`config.mk`:
```
export PLATFORM = sky130hd
export DESIGN_NAME = ps2_rx_fifo
export DESIGN_NICKNAME = d
export VERILOG_FILES = /design/src/rtl/ps2_pkg.sv /design/src/rtl/ps2_evt_fifo.sv /design/src/rtl/ps2_rx_fifo.sv
export SDC_FILE = /design/constraint.sdc
export NUM_CORES = 1
export LEC_CHECK = 0
export BUFFER_PORTS_ARGS = -buffer_cell sky130_fd_sc_hd__buf_2
export CAP_MARGIN = 0
export CORE_UTILIZATION = 29
export CTS_CLUSTER_DIAMETER = 150
export DETAILED_ROUTE_END_ITERATION = 7
export PLACE_DENSITY = 0.5
export SYNTH_ARGS = -nofsm -noshare
export SYNTH_HDL_FRONTEND = slang
export SYNTH_HIERARCHICAL = 1
export SYNTH_SLANG_ARGS = --single-unit
```
`constraint.sdc`:
```
create_clock -name CLK -period 7.33 [get_ports CLK]
set_clock_uncertainty 0.2 [all_clocks]
set_input_delay 2.199 -clock CLK [delete_from_list [all_inputs] [get_ports CLK]]
set_output_delay 2.199 -clock CLK [all_outputs]
set_load 0.01 [all_outputs]
```
`src/rtl/ps2_pkg.sv`:
```
// Shared definitions for the PS/2 receive path: frame FSM encoding, prefix bytes,
// event layout {EXT, BREAK, CODE[7:0]} and parity/error-code helpers.
package ps2_pkg;

    typedef enum logic [1:0] {
        ST_IDLE   = 2'd0,
        ST_DATA   = 2'd1,
        ST_PARITY = 2'd2,
        ST_STOP   = 2'd3
    } ps2_state_e;

    localparam logic [7:0] PREFIX_EXT = 8'hE0;
    localparam logic [7:0] PREFIX_BRK = 8'hF0;
    localparam int         EVT_W      = 10;

    // PS/2 uses odd parity across the eight data bits plus the parity bit
    function automatic logic odd_parity_ok(input logic [7:0] data, input logic par);
        return ^{data, par};
    endfunction

    // 00 and FF are keyboard overrun/error reports, never real scancodes
    function automatic logic is_err_code(input logic [7:0] code);
        return (code == 8'h00) || (code == 8'hFF);
    endfunction

endpackage

```
`src/rtl/ps2_evt_fifo.sv`:
```
// First-word-fall-through event FIFO with a registered head word. A push while full
// is dropped (ovf_set) unless a pop happens in the same cycle.
module ps2_evt_fifo
    import ps2_pkg::*;
#(
    parameter int DEPTH = 8,
    parameter int WIDTH = EVT_W
) (
    input  logic                       clk,
    input  logic                       rst_n,
    input  logic                       push,
    input  logic [WIDTH-1:0]           push_data,
    input  logic                       pop,
    output logic                       rd_valid,
    output logic [WIDTH-1:0]           rd_data,
    output logic [$clog2(DEPTH+1)-1:0] count,
    output logic                       ovf_set
);

    localparam int AW = $clog2(DEPTH);
    localparam int CW = $clog2(DEPTH + 1);

    logic [WIDTH-1:0] mem_r [DEPTH];
    logic [AW-1:0]    wr_ptr_r;
    logic [AW-1:0]    rd_ptr_r;
    logic [CW-1:0]    count_r;
    logic [WIDTH-1:0] head_r;
    logic             valid_r;

    logic             pop_s;
    logic             full_s;
    logic             wr_en_s;
    logic [AW-1:0]    rd_ptr_next_s;
    logic [CW-1:0]    count_next_s;
    logic [CW-1:0]    remain_s;
    logic [WIDTH-1:0] head_next_s;

    assign pop_s   = pop && valid_r;
    assign full_s  = (count_r == CW'(DEPTH));
    assign wr_en_s = push && (!full_s || pop_s);
    assign ovf_set = push && full_s && !pop_s;

    // Next occupancy, read pointer and head word
    always_comb begin
        count_next_s  = count_r;
        rd_ptr_next_s = rd_ptr_r;
        remain_s      = count_r;
        head_next_s   = head_r;
        case ({wr_en_s, pop_s})
            2'b10:   count_next_s = count_r + CW'(1);
            2'b01:   count_next_s = count_r - CW'(1);
            default: count_next_s = count_r;
        endcase
        if (pop_s) begin
            rd_ptr_next_s = rd_ptr_r + AW'(1);
            remain_s      = count_r - CW'(1);
        end else begin
            rd_ptr_next_s = rd_ptr_r;
            remain_s      = count_r;
        end
        // An empty queue after the pop means the incoming word becomes the head directly
        if (remain_s != CW'(0)) begin
            head_next_s = mem_r[rd_ptr_next_s];
        end else if (wr_en_s) begin
            head_next_s = push_data;
        end else begin
            head_next_s = head_r;
        end
    end

    // Pointer, count and head registers
    always_ff @(posedge clk or negedge rst_n) begin
        if (!rst_n) begin
            wr_ptr_r <= '0;
            rd_ptr_r <= '0;
            count_r  <= '0;
            head_r   <= '0;
            valid_r  <= 1'b0;
        end else begin
            if (wr_en_s) begin
                wr_ptr_r <= wr_ptr_r + AW'(1);
            end
            rd_ptr_r <= rd_ptr_next_s;
            count_r  <= count_next_s;
            head_r   <= head_next_s;
            valid_r  <= (count_next_s != CW'(0));
        end
    end

    // Storage array
    always_ff @(posedge clk) begin
        if (wr_en_s) begin
            mem_r[wr_ptr_r] <= push_data;
        end
    end

    assign rd_valid = valid_r;
    assign rd_data  = head_r;
    assign count    = count_r;

endmodule

```
`src/rtl/ps2_rx_fifo.sv`:
```
// PS/2 keyboard receiver: synchronise + glitch-filter the lines, decode 11-bit frames,
// fold E0/F0 prefixes into flags and queue events. Define PS2_RX_PARITY_CHECK_EN to reject bad parity.
module ps2_rx_fifo
    import ps2_pkg::*;
#(
    parameter int FIFO_DEPTH     = 8,
    parameter int FILTER_LEN     = 4,
    parameter int TIMEOUT_CYCLES = 100000
) (
    input  logic                            CLK,
    input  logic                            RST_N,
    input  logic                            PS2_CLK,
    input  logic                            PS2_DAT,
    output logic                            EVT_VALID,
    input  logic                            EVT_READY,
    output logic [7:0]                      EVT_CODE,
    output logic                            EVT_EXT,
    output logic                            EVT_BREAK,
    output logic [$clog2(FIFO_DEPTH+1)-1:0] FIFO_COUNT,
    output logic                            OVERFLOW,
    output logic                            FRAME_ERR,
    input  logic                            CLR_ERR
);

    localparam int FCW = $clog2(FILTER_LEN + 1);
    localparam int TCW = $clog2(TIMEOUT_CYCLES + 1);

    // Lane 0 is PS2_CLK, lane 1 is PS2_DAT
    logic [1:0]          meta_r;
    logic [1:0]          sync_r;
    logic [1:0]          filt_r;
    logic [1:0]          filt_d_r;
    logic [1:0][FCW-1:0] flt_cnt_r;
    logic                fall_s;
    logic                dat_s;

    ps2_state_e          state_r, state_s;
    logic [7:0]          shift_r, shift_s;
    logic [2:0]          bit_cnt_r, bit_cnt_s;
    logic                par_r, par_s;
    logic [TCW-1:0]      tmo_r, tmo_s;
    logic                ext_r, ext_s;
    logic                brk_r, brk_s;
    logic                push_s, err_s, par_ok_s;
    logic                push_r;
    logic [EVT_W-1:0]    push_data_r, push_data_s;
    logic                frame_err_r;
    logic                overflow_r;
    logic                ovf_set_s;
    logic [EVT_W-1:0]    head_s;

    // Two-flop synchroniser, idles high like the bus
    always_ff @(posedge CLK or negedge RST_N) begin
        if (!RST_N) begin
            meta_r <= 2'b11;
            sync_r <= 2'b11;
        end else begin
            meta_r <= {PS2_DAT, PS2_CLK};
            sync_r <= meta_r;
        end
    end

    // Glitch filter: a level change is accepted after FILTER_LEN consecutive differing samples
    always_ff @(posedge CLK or negedge RST_N) begin
        if (!RST_N) begin
            filt_r    <= 2'b11;
            filt_d_r  <= 2'b11;
            flt_cnt_r <= '0;
        end else begin
            filt_d_r <= filt_r;
            for (int i = 0; i < 2; i++) begin
                if (sync_r[i] == filt_r[i]) begin
                    flt_cnt_r[i] <= '0;
                end else if (flt_cnt_r[i] == FCW'(FILTER_LEN - 1)) begin
                    filt_r[i]    <= sync_r[i];
                    flt_cnt_r[i] <= '0;
                end else begin
                    flt_cnt_r[i] <= flt_cnt_r[i] + FCW'(1);
                end
            end
        end
    end

    assign fall_s = filt_d_r[0] & ~filt_r[0];
    assign dat_s  = filt_r[1];

`ifdef PS2_RX_PARITY_CHECK_EN
    assign par_ok_s = odd_parity_ok(shift_r, par_r);
`else
    assign par_ok_s = 1'b1;
`endif

    // Frame FSM next-state, timeout and prefix tracking
    always_comb begin
        state_s     = state_r;
        shift_s     = shift_r;
        bit_cnt_s   = bit_cnt_r;
        par_s       = par_r;
        tmo_s       = tmo_r;
        ext_s       = ext_r;
        brk_s       = brk_r;
        push_s      = 1'b0;
        err_s       = 1'b0;
        push_data_s = {ext_r, brk_r, shift_r};

        if (state_r == ST_IDLE) begin
            tmo_s = '0;
        end else if (fall_s) begin
            tmo_s = '0;
        end else begin
            tmo_s = tmo_r + TCW'(1);
        end

        case (state_r)
            ST_IDLE: begin
                if (fall_s && !dat_s) begin
                    state_s   = ST_DATA;
                    bit_cnt_s = 3'd0;
                end else begin
                    state_s = ST_IDLE;
                end
            end
            ST_DATA: begin
                if (fall_s) begin
                    shift_s   = {dat_s, shift_r[7:1]};
                    bit_cnt_s = bit_cnt_r + 3'd1;
                    state_s   = (bit_cnt_r == 3'd7) ? ST_PARITY : ST_DATA;
                end else begin
                    state_s = ST_DATA;
                end
            end
            ST_PARITY: begin
                if (fall_s) begin
                    par_s   = dat_s;
                    state_s = ST_STOP;
                end else begin
                    state_s = ST_PARITY;
                end
            end
            ST_STOP: begin
                if (fall_s) begin
                    state_s = ST_IDLE;
                    if (!dat_s || !par_ok_s) begin
                        err_s = 1'b1;
                    end else if (shift_r == PREFIX_EXT) begin
                        ext_s = 1'b1;
                    end else if (shift_r == PREFIX_BRK) begin
                        brk_s = 1'b1;
                    end else if (is_err_code(shift_r)) begin
                        err_s = 1'b1;
                        ext_s = 1'b0;
                        brk_s = 1'b0;
                    end else begin
                        push_s = 1'b1;
                        ext_s  = 1'b0;
                        brk_s  = 1'b0;
                    end
                end else begin
                    state_s = ST_STOP;
                end
            end
            default: begin
                state_s = ST_IDLE;
            end
        endcase

        // A stalled keyboard clock abandons the partial frame
        if ((state_r != ST_IDLE) && !fall_s && (tmo_r == TCW'(TIMEOUT_CYCLES - 1))) begin
            state_s = ST_IDLE;
            tmo_s   = '0;
            err_s   = 1'b1;
        end else begin
            err_s = err_s;
        end
    end

    // Frame FSM and pipeline registers; push lands one cycle after the stop edge
    always_ff @(posedge CLK or negedge RST_N) begin
        if (!RST_N) begin
            state_r     <= ST_IDLE;
            shift_r     <= 8'h00;
            bit_cnt_r   <= 3'd0;
            par_r       <= 1'b0;
            tmo_r       <= '0;
            ext_r       <= 1'b0;
            brk_r       <= 1'b0;
            push_r      <= 1'b0;
            push_data_r <= '0;
            frame_err_r <= 1'b0;
        end else begin
            state_r     <= state_s;
            shift_r     <= shift_s;
            bit_cnt_r   <= bit_cnt_s;
            par_r       <= par_s;
            tmo_r       <= tmo_s;
            ext_r       <= ext_s;
            brk_r       <= brk_s;
            push_r      <= push_s;
            push_data_r <= push_data_s;
            frame_err_r <= err_s;
        end
    end

    ps2_evt_fifo #(
        .DEPTH (FIFO_DEPTH),
        .WIDTH (EVT_W)
    ) u_fifo (
        .clk       (CLK),
        .rst_n     (RST_N),
        .push      (push_r),
        .push_data (push_data_r),
        .pop       (EVT_READY),
        .rd_valid  (EVT_VALID),
        .rd_data   (head_s),
        .count     (FIFO_COUNT),
        .ovf_set   (ovf_set_s)
    );

    // Sticky overflow; a same-cycle drop wins over the clear
    always_ff @(posedge CLK or negedge RST_N) begin
        if (!RST_N) begin
            overflow_r <= 1'b0;
        end else if (ovf_set_s) begin
            overflow_r <= 1'b1;
        end else if (CLR_ERR) begin
            overflow_r <= 1'b0;
        end else begin
            overflow_r <= overflow_r;
        end
    end

    assign EVT_CODE  = head_s[7:0];
    assign EVT_BREAK = head_s[8];
    assign EVT_EXT   = head_s[9];
    assign OVERFLOW  = overflow_r;
    assign FRAME_ERR = frame_err_r;

endmodule

```
== Word-level counts from Yosys, hierarchy flattened ==
Memories as Yosys holds them, arrays and structs flattened.
Index checks and enable logic that the tools add are counted.

* Bits in writable memories: 80
* Flip-flop bits (word level): 79
* Input bits: 6
* Memories kept: 1

* Muxes and demuxes: 42
* Bitwise operators: 5
* Eq/ne operators: 18
* $add $sub $neg: 8
* Reduce and logical (&&, ||, !) cells: 27

{| class="wikitable"
|+ Memory list
! memory !! depth !! width !! rd ports !! clocked after memory_dff !! wr ports !! RTL line !! source
|-
| u_fifo.mem_r || 8 || 10 || 1 || 0 || 1 || ps2_evt_fifo.sv:23 || <nowiki>logic [WIDTH-1:0] mem_r [DEPTH];</nowiki>
|}

{| class="wikitable"
|+ Operators by type and width
! kind !! count
|-
| $mux W17 || 3
|-
| $eq A8 B8 Y1 const B || 3
|-
| $mux W1 || 22
|-
| $mux W3 || 7
|-
| $mux W10 || 2
|-
| $add A17 B1 Y17 const B || 1
|-
| $eq A17 B17 Y1 const B || 1
|-
| $add A3 B1 Y3 const B || 5
|-
| $logic_not A8 Y1 || 1
|-
| $mux W2 || 4
|-
| $pmux W2 S4 || 1
|-
| $pmux W4 S2 || 1
|-
| $reduce_and A4 Y1 || 2
|-
| $reduce_bool A2 Y1 || 4
|-
| $reduce_bool A4 Y1 || 2
|-
| $logic_and A1 B1 Y1 || 7
|-
| $eq A2 B2 Y1 const B || 3
|-
| $eq A3 B2 Y1 const B || 2
|-
| $pmux W3 S2 || 1
|-
| $reduce_and A2 Y1 || 3
|-
| $add A4 B1 Y4 const B || 1
|-
| $eq A2 B1 Y1 const B || 2
|-
| $eq A4 B4 Y1 const B || 1
|-
| $logic_not A1 Y1 || 4
|-
| 11 further kinds || 17
|}

== Logic depth before layout (Yosys ltp) ==
* Depth in word-level cells: 9
* Depth in mapped cells: 13
* Mapped depth without buffers: 11

== Hierarchy ==
The synthesis kept the hierarchy.

{| class="wikitable"
|+ Modules (own cells, without submodules)
! module !! area each (µm²) !! seq. area each (µm²) !! instances !! cells an instance
|-
| ps2_evt_fifo || 4938.5 || 2927.8 || 1 || 421
|-
| ps2_rx_fifo || 2364.8 || 1460.2 || 1 || 193
|}

== Worst setup path before layout ==
No wires, ideal clock.

* Kind: input-to-reg
* From: input EVT_READY
* To: register u_fifo.valid_r, in the netlist u_fifo/rd_valid
* Setup slack: 2508 ps
* Setup time: 139 ps
* Arrival: 4483 ps
* Stages: 11
* Required time: 6991 ps
* Path through: buf_2 > nand2_1 > nand3_1 > nand2_1 > inv_1 > buf_2 > buf_4 > ha_1 > a221o_1 > a22o_1 > or4_1

* Cells in the longest elaborated chain, start to end: 6

{| class="wikitable"
|+ RTL lines
! what !! RTL line !! source
|-
| start, declared || ps2_rx_fifo.sv:15 || <nowiki>input logic EVT_READY,</nowiki>
|-
| $logic_and A1 B1 Y1 * || ps2_evt_fifo.sv:38 || <nowiki>assign pop_s = pop && valid_r;</nowiki>
|-
| $logic_or A1 B1 Y1 * || ps2_evt_fifo.sv:40 || <nowiki>assign wr_en_s = push && (!full_s || pop_s);</nowiki>
|-
| $logic_and A1 B1 Y1 * || ps2_evt_fifo.sv:40 ||
|-
| via u_fifo.wr_en_s || ps2_evt_fifo.sv:32 || <nowiki>logic wr_en_s;</nowiki>
|-
| $eq A2 B1 Y1 or $eq A2 B2 Y1 (tied branches) || ps2_evt_fifo.sv:49 || <nowiki>case ({wr_en_s, pop_s})</nowiki>
|-
| $pmux W4 S2 * || ps2_evt_fifo.sv:49 ||
|-
| via u_fifo.count_next_s[3] || ps2_evt_fifo.sv:34 || <nowiki>logic [CW-1:0] count_next_s;</nowiki>
|-
| $reduce_bool A4 Y1 * || ps2_evt_fifo.sv:86 || <nowiki>valid_r <= (count_next_s != CW'(0));</nowiki>
|-
| end signal, assigned || ps2_evt_fifo.sv:86 ||
|-
| end, declared || ps2_evt_fifo.sv:28 || <nowiki>logic valid_r;</nowiki>
|}

Mark *: on every way through the listed nets, which the timed path passes. The rest lies on a longest branch.
A chain may end at the register's enable or synchronous reset.

== Final worst setup path ==
* From: input EVT_READY
* To: register u_fifo.valid_r, in the netlist u_fifo/rd_valid

* Cells in the longest elaborated chain, start to end: 6

{| class="wikitable"
|+ RTL lines
! what !! RTL line
|-
| $logic_and A1 B1 Y1 * || ps2_evt_fifo.sv:38
|-
| $logic_or A1 B1 Y1 || ps2_evt_fifo.sv:40
|-
| $logic_and A1 B1 Y1 || ps2_evt_fifo.sv:40
|-
| $eq A2 B1 Y1 or $eq A2 B2 Y1 (tied branches) || ps2_evt_fifo.sv:49
|-
| $pmux W4 S2 * || ps2_evt_fifo.sv:49
|-
| via u_fifo.count_next_s[3] || ps2_evt_fifo.sv:34
|-
| $reduce_bool A4 Y1 * || ps2_evt_fifo.sv:86
|}

Marks and branches as above.

==> results.toml <==
[status]
status = "completed"

[sta]
worst_pin_slew_ns = 1.148
max_freq_mhz = 197.2
setup_viol = 0
whs_ns = 0.1555
slew_headroom = 0.2126
finalCritPeriodShare = 0.6920
hold_viol_final = 0
tns_ns = 0
final.min_clock_period_ns = 5.072
slew_viol_final = 0
rsz0062_at_grt = "false"

[cells_and_area]
utilization = 0.3413
area_growth_pct = 14.67
final_layout_size_suffix_gt1_frac = 0.1502
final_cell_mix = "80 x edfxtp_1, 72 x dfrtp_1, 37 x nor2_1, 34 x o211ai_1"
final_common_cell = "edfxtp_1"
stdcell_count = 970
postLayoutCellArea_um2 = 8374
fill_cells = 2447
final_nets = 650
diodes = 0

[routing]
routed_wl_mm = 17.60
avgViaCountPerCell = 5.208
dr.pass1.iters = 6
num_vias = 5052
first_iter_violations = 423
wl_per_cell_um = 18.15
drcViolationCount = 0
ant_nets = 0

[clock_tree]
clock_sinks = 159
clock-root-buffer = "clkbuf_16"
cts_tree = "yes"
cts_buffers = 17
cts_resized = 0
clkLatencyLatePin_ns = 0.42
clk_path_buf_depth = 2
postCtsSetupBuffers = 0
clk_pin_slew_worst_paths_ns = 0.07
htree_levels = 4
holdBufCountCts = 0

[logic_synthesis]
synth_edf_count = 80
synth-warning-count = 6
syn_nets = 631
ys_seq_area_frac = 0.6008
yosysTopAreaCell = "edfxtp_1"
synthCells = 614
syn_area_per_cell_um2 = 11.89
synth_area_leaders = "edfxtp_1 33%, dfrtp_1 25%, o211ai_1 3.5%, dfstp_2 2.5%, a21oi_1 2.3%"
synth-main-ff-cell = "edfxtp_1"
ys_ff_latch = 159
synth_cell_types = 62
synth_top_area_share = 0.3289
netlist_area_um2 = 7303
synthArstFlopShare = 0.4969

[placed_design]
io_buffer_count = 22
gp_congestion = 0.7851
post-dp-hpwl_mm = 11.46
dp_cells = 938
place_area_um2 = 7789

[setup_path]
critPathLaunchType = "input port"
slowest_delay_ns = 0.49
worstPathCellList = "buf_2 -> nand2_1 -> buf_4 -> nand3_1 -> nand2_1 -> inv_1 -> ha_1 -> a221o_1 -> a22o_1 -> or4_1"
path_class = "input port to register"
reg2reg_slack_ns = 3.69
slowest_stage = "or4_1"
crit_fanout = 43
critical_path_required_ns = 7.43
crit_path_end_kind = "register"
arrival_ns = 5.17
path_common_cell = "nand2_1"

[global_route]
grt_overflow_total = 0
grt_pass1_wl_mm = 27.86
grt_use_total = 0.1406
antenna_found_initial = 0
grt_max_degree = 80
grt_pass1_vias = 4986

[power_and_ir_drop]
ir_drop_mv = 0.1427
leakage_nw = 3.153
powerDensity_nw_per_um2 = 279.4

[job]
drv_cap = 0

[worst_hold_path]
hp-class = "register to register"

[floorplanning]
die-area_um2 = 25820
die_h_um = 160.7
rows = 57
die_w_um = 160.7
core_um2 = 24530
initial_core_util = 0.2977
io_pins = 23
[cells by family after synthesis]
family / after synthesis / share of synthesized area
AND/OR/NAND/NOR: 173 / 0.1275
AO/OA/AOI/OAI: 170 / 0.1544
flip-flops: 159 / 0.6008
buffers and inverters: 51 / 0.02998
multiplexers: 31 / 0.04574
XOR/XNOR: 19 / 0.02279
adder cells (fa/ha/maj): 11 / 0.01885
[per-layer routing]
layer	GRT usage	vias to the layer above	share of wire
li1	-	2364	-
met1	0.1735	2536	0.44
met4	0.04631	0	0.012
met2	0.2485	131	0.51
met3	0.02376	21	0.038
met5	0	-	0
[area by class of cell]
class / instances / area, um2 / area share
multi-input cells: 404 / 2715 / 0.3242
clock inverters: 15 / 160.2 / 0.01912
well taps: 324 / 405.4 / 0.04841
flip-flops and latches: 159 / 4388 / 0.5240
repair buffers: 34 / 202.7 / 0.02420
clock buffers: 17 / 425.4 / 0.05080
inverters: 17 / 77.57 / 0.009263
[state kept, by name (all words and copies together), names as in the netlist, 2 cells and up]
register / cells
tmo_r: 17
bit_cnt_r: 3
u_fifo/rd_data: 10
push_data_r: 10
sync_r: 2
u_fifo/mem_r: 80
u_fifo/rd_ptr_r: 3
meta_r: 2
u_fifo/count: 4
state_r: 2
filt_r: 2
flt_cnt_r: 6
shift_r: 8
u_fifo/wr_ptr_r: 3
[path summary, 6_finish.rpt]
check                                       end  cells after the start            start
worst min-delay path                  sync_r[0]                      0        meta_r[0]
worst max-delay path            u_fifo/rd_valid                     10        EVT_READY
worst max register to register  u_fifo/rd_valid                      9  u_fifo/rd_valid
min in group asynchronous       u_fifo/count[0]                      1            RST_N
worst min register to register        sync_r[0]                      0        meta_r[0]
max in group asynchronous            shift_r[1]                      1            RST_N
[power by group]
part	total [W]	internal (W)	switching (W)
Clock	0.000877	0.000507	0.000370
Sequential	0.00123	0.00109	0.000143
Combinational	0.000232	0.000107	0.000125
Total	0.00234	0.00170	0.000638
[synthesized netlist by cell type (all sizes together), types with 14 or more instances]
cell type  count
a21oi         33
a31oi         18
clkbuf        21
dfrtp         72
edfxtp        80
inv           14
mux2          19
nand2         27
nor2          37
nor2b         15
nor3          20
o211ai        34
o21ai         35
[through the flow]
step	setup WS, ns	power (W)
final	2.258	0.002340
after global routing	2.054	0.002453
after CTS	2.302	0.002374
after detailed placement	1.857	0.001489
after global placement	1.973	0.001471
after floorplan	2.508	0.001369
[critical path: cells and delay by family]
kind / cells / cell delay [ns]
and+or+nand+nor: 4 / 0.99
buffers and inverters: 3 / 0.94
AOI/OAI and AO/OA: 2 / 0.58
adders and majority gates: 1 / 0.43
No activity file was read; power rests on OpenSTA's default activity.
